$ cat src/rtl/uc_multiciclo_if.sv
// Control-side bundle between uc_multiciclo and the RV64I datapath/memory.
// Memory handshake: the unit holds mem_le or mem_escreve high for as long as it
// wants a transfer, and the transfer completes on the rising edge where the
// request and mem_pronta are both 1. mem_pronta is ignored when no request is up.
interface uc_multiciclo_if;
    logic [31:0] instrucao;
    logic        mem_pronta;
    logic        flag_igual;
    logic        flag_menor;
    logic        flag_maior_igual_u;

    logic [1:0]  soma_ou_subtrai;
    logic        usa_imm;
    logic        mem_le;
    logic        mem_escreve;
    logic        end_pc;
    logic        escreve_ri;
    logic        escreve_reg;
    logic        sel_mem;
    logic        carrega_pc;
    logic        desvio;
    logic        erro;

    // Debug view of the control FSM state encoding.
    logic [2:0]  estado;

    modport master (
        input  instrucao, mem_pronta, flag_igual, flag_menor, flag_maior_igual_u,
        output soma_ou_subtrai, usa_imm, mem_le, mem_escreve, end_pc, escreve_ri,
               escreve_reg, sel_mem, carrega_pc, desvio, erro, estado
    );

    modport slave (
        output instrucao, mem_pronta, flag_igual, flag_menor, flag_maior_igual_u,
        input  soma_ou_subtrai, usa_imm, mem_le, mem_escreve, end_pc, escreve_ri,
               escreve_reg, sel_mem, carrega_pc, desvio, erro, estado
    );
endinterface

$ cat src/rtl/uc_multiciclo.sv
// Multicycle control unit for the RV64I datapath. Fetches and latches the
// instruction fields, decodes them, sequences ULA/memory/register-file/PC
// enables and resolves conditional branches from the ULA comparison flags.
module uc_multiciclo #(
    parameter int BITS          = 64,
    parameter int LIMITE_ESPERA = 255
) (
    input  logic            clk,
    input  logic            rst_n,
    uc_multiciclo_if.master bus
);

    typedef enum logic [2:0] {
        INICIO     = 3'd0,
        BUSCA      = 3'd1,
        DECODIFICA = 3'd2,
        EXECUTA    = 3'd3,
        MEMORIA    = 3'd4,
        ESCRITA    = 3'd5,
        ERRO       = 3'd6
    } estado_t;

    typedef enum logic [2:0] {
        C_ADD    = 3'd0,
        C_SUB    = 3'd1,
        C_ADDI   = 3'd2,
        C_LD     = 3'd3,
        C_SD     = 3'd4,
        C_BR     = 3'd5,
        C_ILEGAL = 3'd6
    } classe_t;

    localparam logic [6:0] OP_R      = 7'b0110011;
    localparam logic [6:0] OP_I      = 7'b0010011;
    localparam logic [6:0] OP_LOAD   = 7'b0000011;
    localparam logic [6:0] OP_STORE  = 7'b0100011;
    localparam logic [6:0] OP_BRANCH = 7'b1100011;
    localparam logic [7:0] LIMITE    = 8'(LIMITE_ESPERA);

    estado_t    estado;
    classe_t    classe;
    logic [6:0] opcode;
    logic [2:0] funct3;
    logic [6:0] funct7;
    logic [7:0] espera;
    logic [7:0] espera_prox;
    logic       tomado;

    // Only opcode, funct3 and funct7 matter here; register and immediate
    // fields belong to the datapath. BITS is kept for uniform instantiation.
    logic unused_campos;
    assign unused_campos = ^{bus.instrucao[24:15], bus.instrucao[11:7], BITS[0]};

    assign espera_prox = espera + 8'd1;

    // Decode the latched fields into an instruction class.
    always_comb begin
        classe = C_ILEGAL;
        case (opcode)
            OP_R: begin
                if (funct3 == 3'b000 && funct7 == 7'b0000000) begin
                    classe = C_ADD;
                end else if (funct3 == 3'b000 && funct7 == 7'b0100000) begin
                    classe = C_SUB;
                end
            end
            OP_I: begin
                if (funct3 == 3'b000) classe = C_ADDI;
            end
            OP_LOAD: begin
                if (funct3 == 3'b011) classe = C_LD;
            end
            OP_STORE: begin
                if (funct3 == 3'b011) classe = C_SD;
            end
            OP_BRANCH: begin
                if (funct3 != 3'b010 && funct3 != 3'b011) classe = C_BR;
            end
            default: classe = C_ILEGAL;
        endcase
    end

    // Branch condition from funct3 and the ULA flags (rs1 vs rs2).
    always_comb begin
        tomado = 1'b0;
        case (funct3)
            3'b000:  tomado = bus.flag_igual;
            3'b001:  tomado = !bus.flag_igual;
            3'b100:  tomado = bus.flag_menor;
            3'b101:  tomado = !bus.flag_menor;
            3'b110:  tomado = !bus.flag_maior_igual_u;
            3'b111:  tomado = bus.flag_maior_igual_u;
            default: tomado = 1'b0;
        endcase
    end

    // Control FSM: state, latched instruction fields and memory wait counter.
    // The counter is cleared on every entry to BUSCA or MEMORIA.
    always_ff @(posedge clk or negedge rst_n) begin
        if (!rst_n) begin
            estado <= INICIO;
            opcode <= 7'd0;
            funct3 <= 3'd0;
            funct7 <= 7'd0;
            espera <= 8'd0;
        end else begin
            case (estado)
                INICIO: begin
                    estado <= BUSCA;
                    espera <= 8'd0;
                end
                BUSCA: begin
                    if (bus.mem_pronta) begin
                        opcode <= bus.instrucao[6:0];
                        funct3 <= bus.instrucao[14:12];
                        funct7 <= bus.instrucao[31:25];
                        estado <= DECODIFICA;
                    end else begin
                        espera <= espera_prox;
                        if (espera_prox == LIMITE) estado <= ERRO;
                    end
                end
                DECODIFICA: begin
                    estado <= (classe == C_ILEGAL) ? ERRO : EXECUTA;
                end
                EXECUTA: begin
                    espera <= 8'd0;
                    case (classe)
                        C_ADD, C_SUB, C_ADDI: estado <= ESCRITA;
                        C_LD, C_SD:           estado <= MEMORIA;
                        C_BR:                 estado <= BUSCA;
                        default:              estado <= ERRO;
                    endcase
                end
                MEMORIA: begin
                    if (bus.mem_pronta) begin
                        espera <= 8'd0;
                        estado <= (classe == C_LD) ? ESCRITA : BUSCA;
                    end else begin
                        espera <= espera_prox;
                        if (espera_prox == LIMITE) estado <= ERRO;
                    end
                end
                ESCRITA: begin
                    espera <= 8'd0;
                    estado <= BUSCA;
                end
                ERRO: begin
                    estado <= ERRO;
                end
                default: begin
                    estado <= ERRO;
                end
            endcase
        end
    end

    logic [1:0] soma_ou_subtrai;
    logic       usa_imm;
    logic       mem_le;
    logic       mem_escreve;
    logic       end_pc;
    logic       escreve_ri;
    logic       escreve_reg;
    logic       sel_mem;
    logic       carrega_pc;
    logic       desvio;
    logic       erro;

    // Control outputs decoded from state, latched fields and mem_pronta, so
    // an asynchronous reset drops every request without waiting for a clock.
    always_comb begin
        soma_ou_subtrai = 2'd0;
        usa_imm         = 1'b0;
        mem_le          = 1'b0;
        mem_escreve     = 1'b0;
        end_pc          = 1'b0;
        escreve_ri      = 1'b0;
        escreve_reg     = 1'b0;
        sel_mem         = 1'b0;
        carrega_pc      = 1'b0;
        desvio          = 1'b0;
        erro            = 1'b0;
        case (estado)
            BUSCA: begin
                mem_le     = 1'b1;
                end_pc     = 1'b1;
                escreve_ri = bus.mem_pronta;
            end
            EXECUTA: begin
                case (classe)
                    C_ADD: soma_ou_subtrai = 2'd1;
                    C_SUB: soma_ou_subtrai = 2'd2;
                    C_ADDI, C_LD, C_SD: begin
                        soma_ou_subtrai = 2'd1;
                        usa_imm         = 1'b1;
                    end
                    C_BR: begin
                        carrega_pc = 1'b1;
                        desvio     = tomado;
                    end
                    default: ;
                endcase
            end
            MEMORIA: begin
                // Address computation is held so the address stays stable.
                soma_ou_subtrai = 2'd1;
                usa_imm         = 1'b1;
                if (classe == C_LD) begin
                    mem_le = 1'b1;
                end else begin
                    mem_escreve = 1'b1;
                    carrega_pc  = bus.mem_pronta;
                end
            end
            ESCRITA: begin
                escreve_reg = 1'b1;
                carrega_pc  = 1'b1;
                case (classe)
                    C_ADD: soma_ou_subtrai = 2'd1;
                    C_SUB: soma_ou_subtrai = 2'd2;
                    C_ADDI: begin
                        soma_ou_subtrai = 2'd1;
                        usa_imm         = 1'b1;
                    end
                    C_LD: sel_mem = 1'b1;
                    default: ;
                endcase
            end
            ERRO: begin
                erro = 1'b1;
            end
            default: ;
        endcase
    end

    assign bus.soma_ou_subtrai = soma_ou_subtrai;
    assign bus.usa_imm         = usa_imm;
    assign bus.mem_le          = mem_le;
    assign bus.mem_escreve     = mem_escreve;
    assign bus.end_pc          = end_pc;
    assign bus.escreve_ri      = escreve_ri;
    assign bus.escreve_reg     = escreve_reg;
    assign bus.sel_mem         = sel_mem;
    assign bus.carrega_pc      = carrega_pc;
    assign bus.desvio          = desvio;
    assign bus.erro            = erro;
    assign bus.estado          = estado;

endmodule
$ cat src/flat_wrapper.sv
// flat-port wrapper written by rule: the top's interface ports become plain ports
module uc_multiciclo_flat 
#(
    parameter int BITS          = 64,
    parameter int LIMITE_ESPERA = 255
)
  (clk, rst_n, bus_instrucao, bus_mem_pronta, bus_flag_igual, bus_flag_menor, bus_flag_maior_igual_u, bus_soma_ou_subtrai, bus_usa_imm, bus_mem_le, bus_mem_escreve, bus_end_pc, bus_escreve_ri, bus_escreve_reg, bus_sel_mem, bus_carrega_pc, bus_desvio, bus_erro, bus_estado);
  uc_multiciclo_if bus_i ();
  input  logic clk;
  input  logic rst_n;
  input wire logic [$bits(bus_i.instrucao)-1:0] bus_instrucao;
  input wire logic [$bits(bus_i.mem_pronta)-1:0] bus_mem_pronta;
  input wire logic [$bits(bus_i.flag_igual)-1:0] bus_flag_igual;
  input wire logic [$bits(bus_i.flag_menor)-1:0] bus_flag_menor;
  input wire logic [$bits(bus_i.flag_maior_igual_u)-1:0] bus_flag_maior_igual_u;
  output wire logic [$bits(bus_i.soma_ou_subtrai)-1:0] bus_soma_ou_subtrai;
  output wire logic [$bits(bus_i.usa_imm)-1:0] bus_usa_imm;
  output wire logic [$bits(bus_i.mem_le)-1:0] bus_mem_le;
  output wire logic [$bits(bus_i.mem_escreve)-1:0] bus_mem_escreve;
  output wire logic [$bits(bus_i.end_pc)-1:0] bus_end_pc;
  output wire logic [$bits(bus_i.escreve_ri)-1:0] bus_escreve_ri;
  output wire logic [$bits(bus_i.escreve_reg)-1:0] bus_escreve_reg;
  output wire logic [$bits(bus_i.sel_mem)-1:0] bus_sel_mem;
  output wire logic [$bits(bus_i.carrega_pc)-1:0] bus_carrega_pc;
  output wire logic [$bits(bus_i.desvio)-1:0] bus_desvio;
  output wire logic [$bits(bus_i.erro)-1:0] bus_erro;
  output wire logic [$bits(bus_i.estado)-1:0] bus_estado;
  assign bus_i.instrucao = bus_instrucao;
  assign bus_i.mem_pronta = bus_mem_pronta;
  assign bus_i.flag_igual = bus_flag_igual;
  assign bus_i.flag_menor = bus_flag_menor;
  assign bus_i.flag_maior_igual_u = bus_flag_maior_igual_u;
  assign bus_soma_ou_subtrai = bus_i.soma_ou_subtrai;
  assign bus_usa_imm = bus_i.usa_imm;
  assign bus_mem_le = bus_i.mem_le;
  assign bus_mem_escreve = bus_i.mem_escreve;
  assign bus_end_pc = bus_i.end_pc;
  assign bus_escreve_ri = bus_i.escreve_ri;
  assign bus_escreve_reg = bus_i.escreve_reg;
  assign bus_sel_mem = bus_i.sel_mem;
  assign bus_carrega_pc = bus_i.carrega_pc;
  assign bus_desvio = bus_i.desvio;
  assign bus_erro = bus_i.erro;
  assign bus_estado = bus_i.estado;
  uc_multiciclo #(.BITS(BITS), .LIMITE_ESPERA(LIMITE_ESPERA)) u_core (.clk(clk), .rst_n(rst_n), .bus(bus_i));
endmodule
$ cat config.mk
export PLATFORM = sky130hd
export DESIGN_NAME = uc_multiciclo_flat
export DESIGN_NICKNAME = d
export VERILOG_FILES = /design/src/rtl/uc_multiciclo_if.sv /design/src/rtl/uc_multiciclo.sv /design/src/flat_wrapper.sv
export SDC_FILE = /design/constraint.sdc
export NUM_CORES = 1
export LEC_CHECK = 0
export ABC_AREA = 1
export CAP_MARGIN = 20
export CORE_MARGIN = 3
export CORE_UTILIZATION = 47
export DETAILED_ROUTE_END_ITERATION = 10
export PLACE_DENSITY = 0.84
export SETUP_SLACK_MARGIN = 0.15
export SLEW_MARGIN = 20
export SYNTH_ARGS = -nofsm -noshare
export SYNTH_HDL_FRONTEND = slang
export SYNTH_SLANG_ARGS = --single-unit
export TNS_END_PERCENT = 30
$ cat constraint.sdc
create_clock -name clk -period 1.8 [get_ports clk]
set_input_delay 0.27 -clock clk [delete_from_list [all_inputs] [get_ports clk]]
set_output_delay 0.27 -clock clk [all_outputs]
set_load 0.01 [all_outputs]
[Word level (Yosys, flattened, before mapping)]
Index checks and enable logic that the tools add are counted.
Cells by class
  $add $sub $neg: 1
  equal/unequal tests: 28
  muxes and demuxes: 38
  reductions and logical operators: 20
Operator list (number)
  == test 3 bit (second input constant): 10
  case mux 3 bit (5 select lines): 2
  2-to-1 mux 3 bit: 9
  case mux 8 bit (3 select lines): 1
  == test 7 x 6 -> 1 bit (second input constant): 3
  2-to-1 mux 8 bit: 2
  == test 3 x 2 -> 1 bit (second input constant): 5
  2-to-1 mux 1 bit: 14
  == test 3 x 1 -> 1 bit (second input constant): 3
  logical NOT 3 bit: 3
  case mux 3 bit (3 select lines): 1
  OR reduction 3 bit: 3
  adder 8 x 1 -> 8 bit (second input constant): 1
  == test 8 bit (second input constant): 1
  case mux 2 bit (2 select lines): 2
  == test 7 x 2 -> 1 bit (second input constant): 1
  == test 7 x 5 -> 1 bit (second input constant): 1
  == test 7 bit (second input constant): 1
  logical NOT 7 bit: 1
  inequality test 3 x 2 -> 1 bit (second input constant): 2
  case mux 1 bit (3 select lines): 2
  case mux 1 bit (6 select lines): 1
  case mux 2 bit (3 select lines): 1
  OR reduction 2 bit: 3
  other kinds (8): 14
Storage, ports and cells
  register bits: 28
  input bits: 38
  output and inout port bits: 15
  word-level logic and storage cells: 92

[Depth between registers and ports, before layout]
  depth after elaboration: 9
  gate-level depth with buffers: 11
  gate-level depth less buffers: 11

[Least setup slack after synthesis]
No wires, ideal clock.
  path type: flip-flop to output port
  start point: reg u_core.funct3[1]
  end point: out bus_usa_imm
  arrival time: 1298 ps
  data required time: 1530 ps
  path slack: 232 ps
  cell stages (with the launch flop): 10
  path buffers: 0
  path through: dfrtp_1 > inv_1 > nand3_1 > nor2_1 > nand2_1 > nand2_1 > nand4_1 > nand2_2 > nand2_1 > o21ai_1
On the way
  word-level cells in the longest chain between the ends: 9
RTL lines
  start, declared: RTL line uc_multiciclo.sv:43  | logic [2:0] funct3;
  start signal, assigned: RTL line uc_multiciclo.sv:115  | funct3 <= bus.instrucao[14:12];
  logical NOT 3 bit: RTL line uc_multiciclo.sv:61, uc_multiciclo.sv:63, uc_multiciclo.sv:68
  logical AND 1 bit: RTL line uc_multiciclo.sv:63  | end else if (funct3 == 3'b000 && funct7 == 7'b0100000) begin
  2-to-1 mux 3 bit: RTL line uc_multiciclo.sv:63
  2-to-1 mux 3 bit: RTL line uc_multiciclo.sv:61  | if (funct3 == 3'b000 && funct7 == 7'b0000000) begin
  case mux 3 bit (5 select lines) *: RTL line uc_multiciclo.sv:59  | case (opcode)
  == test 3 bit, or another cell as far along: RTL line uc_multiciclo.sv:191  | case (classe)
  OR reduction 3 bit: RTL line uc_multiciclo.sv:191
  2-to-1 mux 1 bit: RTL line uc_multiciclo.sv:191
  case mux 1 bit (3 select lines) *: RTL line uc_multiciclo.sv:184  | case (estado)
  end, declared: RTL line flat_wrapper.sv:17  | output wire logic [$bits(bus_i.usa_imm)-1:0] bus_usa_imm;
Every way passes the cells marked *; elsewhere a longest branch is shown, timed or not.

[Final worst setup path]
  start point: reg u_core.opcode[3]
  end point: out bus_usa_imm
On the way
  word-level cells in the longest chain between the ends: 6
RTL lines
  start, declared: RTL line uc_multiciclo.sv:42  | logic [6:0] opcode;
  start signal, assigned: RTL line uc_multiciclo.sv:114  | opcode <= bus.instrucao[6:0];
  == test 7 bit, or another cell as far along: RTL line uc_multiciclo.sv:59
  case mux 3 bit (5 select lines) *: RTL line uc_multiciclo.sv:59
  == test 3 bit, or another cell as far along: RTL line uc_multiciclo.sv:191
  OR reduction 3 bit: RTL line uc_multiciclo.sv:191
  2-to-1 mux 1 bit: RTL line uc_multiciclo.sv:191
  case mux 1 bit (3 select lines) *: RTL line uc_multiciclo.sv:184
Marks and branches as above.

==> flow_metrics.env <==
export IMPL_setup_viol=10
export IMPL_seq_area_frac_synth=0.389
export IMPL_p_comb_frac=0.085
export IMPL_grt_max_degree=29
export IMPL_syn_inst=259
export IMPL_grt_ovfl_total=0
export IMPL_layout_cells_non_filler=393
export IMPL_grt_usage=0.236
export IMPL_core_area_mm2=0.00352
export IMPL_die_h_um=67.9
export IMPL_clkSinkCount=28
export IMPL_detail_route_wirelength_um=5490
export IMPL_status="finished with violations"
export IMPL_n_fill_cell=228
export IMPL_antenna_found_initial=0
export IMPL_final_setup_tns_ns=-1.74
export IMPL_synth_xor_area_share=0.00972
export IMPL_critPathLaunch="u_core.opcode[3]"
export IMPL_worstPathRequired_ns=1.53
export IMPL_post_drt_wl_per_cell_um=14.0
export IMPL_crit_fanout=2
export IMPL_period_share=1.20
export IMPL_hp_class="primary input to async pin"
export IMPL_die_area_mm2=0.00461
export IMPL_crit_type="flop to output port"
export IMPL_num_vias=2038
export IMPL_multi_input_area_mm2=0.00107
export IMPL_critPathLaunchType="flop"
export IMPL_maxSlewViolCount=0
export IMPL_syn_to_final_growth_pct=52.3
export IMPL_dpl_cell_area_mm2=0.00248
export IMPL_synthesis_nets=299
export IMPL_p_leak_nw=1.42
export IMPL_slew_headroom=0.763
export IMPL_min_period_ns=2.16
export IMPL_grt_setup_unrepaired="true"
export IMPL_synth_cell_types=31
export IMPL_initial_core_util=0.512
export IMPL_layout_setup_ws_ns=-0.357
export IMPL_power_switching_uw=252
export IMPL_synth_top_family_by_area="simple AND/OR/NAND/NOR gates"
export IMPL_die_x_um=67.9
export IMPL_cts_max_level=1
export IMPL_routed_via_density=5.19
export IMPL_grt_pass1_vias=1975
export IMPL_grt_first_pass_wirelength_um=8400
export IMPL_io_pin_count=53
export IMPL_fin_area_mm2=0.00274
export IMPL_diodes=0
export IMPL_portBuffers=37
export IMPL_utilization=0.779
export IMPL_worstMarginPinSlew_ns=0.356
export IMPL_gp_congestion=0.916
export IMPL_cp_end_kind="output port"
export IMPL_ir_worst_vdd_uv=508
export IMPL_synth_top_area_cell="dfrtp_1"
export IMPL_syn_cell_area_mm2=0.00180
export IMPL_ys_seq_elements=28
export IMPL_reg2reg_from="u_core.opcode[3]"
export IMPL_drtIter0Drc=170
export IMPL_synth_adder_area_share=0.0139
export IMPL_p_int_uw=890
export IMPL_clockBufferDepth=2
export IMPL_cts_clk_slew_worst_paths_ns=0.10
export IMPL_layout_common_cells="78 x nand2_1, 46 x buf_4, 26 x dfrtp_1"
export IMPL_seqCellArea_um2=703
export IMPL_final_net_count=388
export IMPL_final_antenna_net_count=0
export IMPL_hold_buffers=0
export IMPL_hpwl_um=3550
export IMPL_cp_arrival_ns=1.89
export IMPL_row_count=21
export IMPL_fmax_mhz=464
export IMPL_drv_cap=0
export IMPL_yosysTopAreaCellShare=0.389
export IMPL_fin_skew_ns=0.00299
export IMPL_dp_cells=376
export IMPL_synthTopCellsByArea="dfrtp_1 39%, nand2_1 18%, inv_1 5.8%"
export IMPL_dr_pass1_iters=5
export IMPL_yosysWarnings=0
export IMPL_violations="negative setup slack"
export IMPL_drc=0
export IMPL_p_clk_frac=0.349
export IMPL_drive_gt1_frac=0.366
export IMPL_cts_buffers=3
export IMPL_synthMuxAreaShare=0
export IMPL_syn_mean_instance_area_um2=6.96
export IMPL_power_mw=1.14
export IMPL_swShare=0.221
export IMPL_synth_compound_area_share=0.100
export IMPL_cts_root_buffer="clkbuf_8"
export IMPL_synthSimpleGateAreaFrac=0.397
export IMPL_hold_viol_final=0
export IMPL_p_seq_frac=0.566
export IMPL_clock_latency_ns=0.28
export IMPL_p_per_area_mw_per_mm2=416
export IMPL_cts_tree="yes"
export IMPL_layout_commonest_cell="nand2_1"
## area by class of cell
type,instances,share of cell area
clock buffers,4,0.0201
flip-flops and latches,28,0.256
repair buffers,86,0.263
well taps,46,0.0210
inverters,35,0.0506
multi-input cells,194,0.389
## per-stage QoR
| step | hold WS, ns | worst slack [ns] |
|---|---|---|
| 2_1_floorplan | -0.0256 | 0.232 |
| 3_3_place_gp | 0.466 | -0.325 |
| 3_5_place_dp | 0.469 | -0.392 |
| 4_1_cts | 0.374 | -0.177 |
| 5_1_grt | 0.392 | -0.471 |
| 6_report | 0.356 | -0.357 |
## registers in the layout, indices dropped and copies added (netlist names)
name	cells
u_core.espera	8
u_core.funct7	7
u_core.opcode	7
u_core.bus.estado	3
u_core.funct3	3
## synth_stat cells (all sizes together)
cell type   n
nand2      93
inv        34
nor2       34
dfrtp      28
nand3      19
o21ai      18
a21oi       6
nand4       6
o22ai       5
buf         2
ha          2
nor3        2
a21o        1
clkbuf      1
clkinv      1
nand3b      1
nor3b       1
nor4        1
o211a       1
o211ai      1
xnor2       1
xor2        1
## what timing repair did
action / 4_1_cts / 5_1_grt
buffers inserted: 6 / 6
pin swaps: 22 / 13
resized for setup: 73 / 24
setup endpoints to repair: 15 / 23
gates cloned: 1 / 0
## power groups by stage
stage          logic (mW)  registers [mW]  clock network (mW)
4_1_cts            0.0959           0.646               0.393
5_1_grt             0.107           0.648               0.425
6_report           0.0975           0.646               0.399
3_3_place_gp       0.0920           0.658                   0
2_1_floorplan      0.0264           0.656                   0
3_5_place_dp       0.0953           0.659                   0
## kinds of logic (layout without fill, tap and decap cells)
kind of cell,count (synthesis),after routing
AOI/OAI and AO/OA,32,32
xor gates and xnor gates,2,2
adders and majority gates,2,2
and+or+nand+nor,157,158
buffers and inverters,38,125
DFF,28,28
## path summary, 6_finish.rpt
kind / end / slack, ns / cells past startpoint
worst max register to register: u_core.bus.estado[2] / -0.16 / 14
min in group clk: u_core.funct7[4] / 0.50 / 2
worst min register to register: u_core.funct7[4] / 0.50 / 2
max in group asynchronous: u_core.opcode[6] / 1.16 / 2
worst min-delay path: u_core.espera[7] / 0.36 / 2
worst max-delay path: bus_usa_imm / -0.36 / 11
## routing by layer
layer  track usage  vias up  routed length, um
li1              -     1011                  -
met4        0.0819        0                131
met3        0.0525       19                338
met2         0.418       69               2820
met1         0.282      939               2200
met5             0        -                  0
## critical path, stage by stage (launching register included)
cell and delay (ns):
dfrtp_1 0.41, nor2_1 0.16, nand2_1 0.12, a21oi_1 0.14, nand2_1 0.10, nor2_2 0.16, nand2_2 0.11, nand2_1 0.07
nor2_1 0.04, nor2_1 0.08, o21ai_1 0.07, buf_2 0.14
Power figures use the tool's default switching activity.
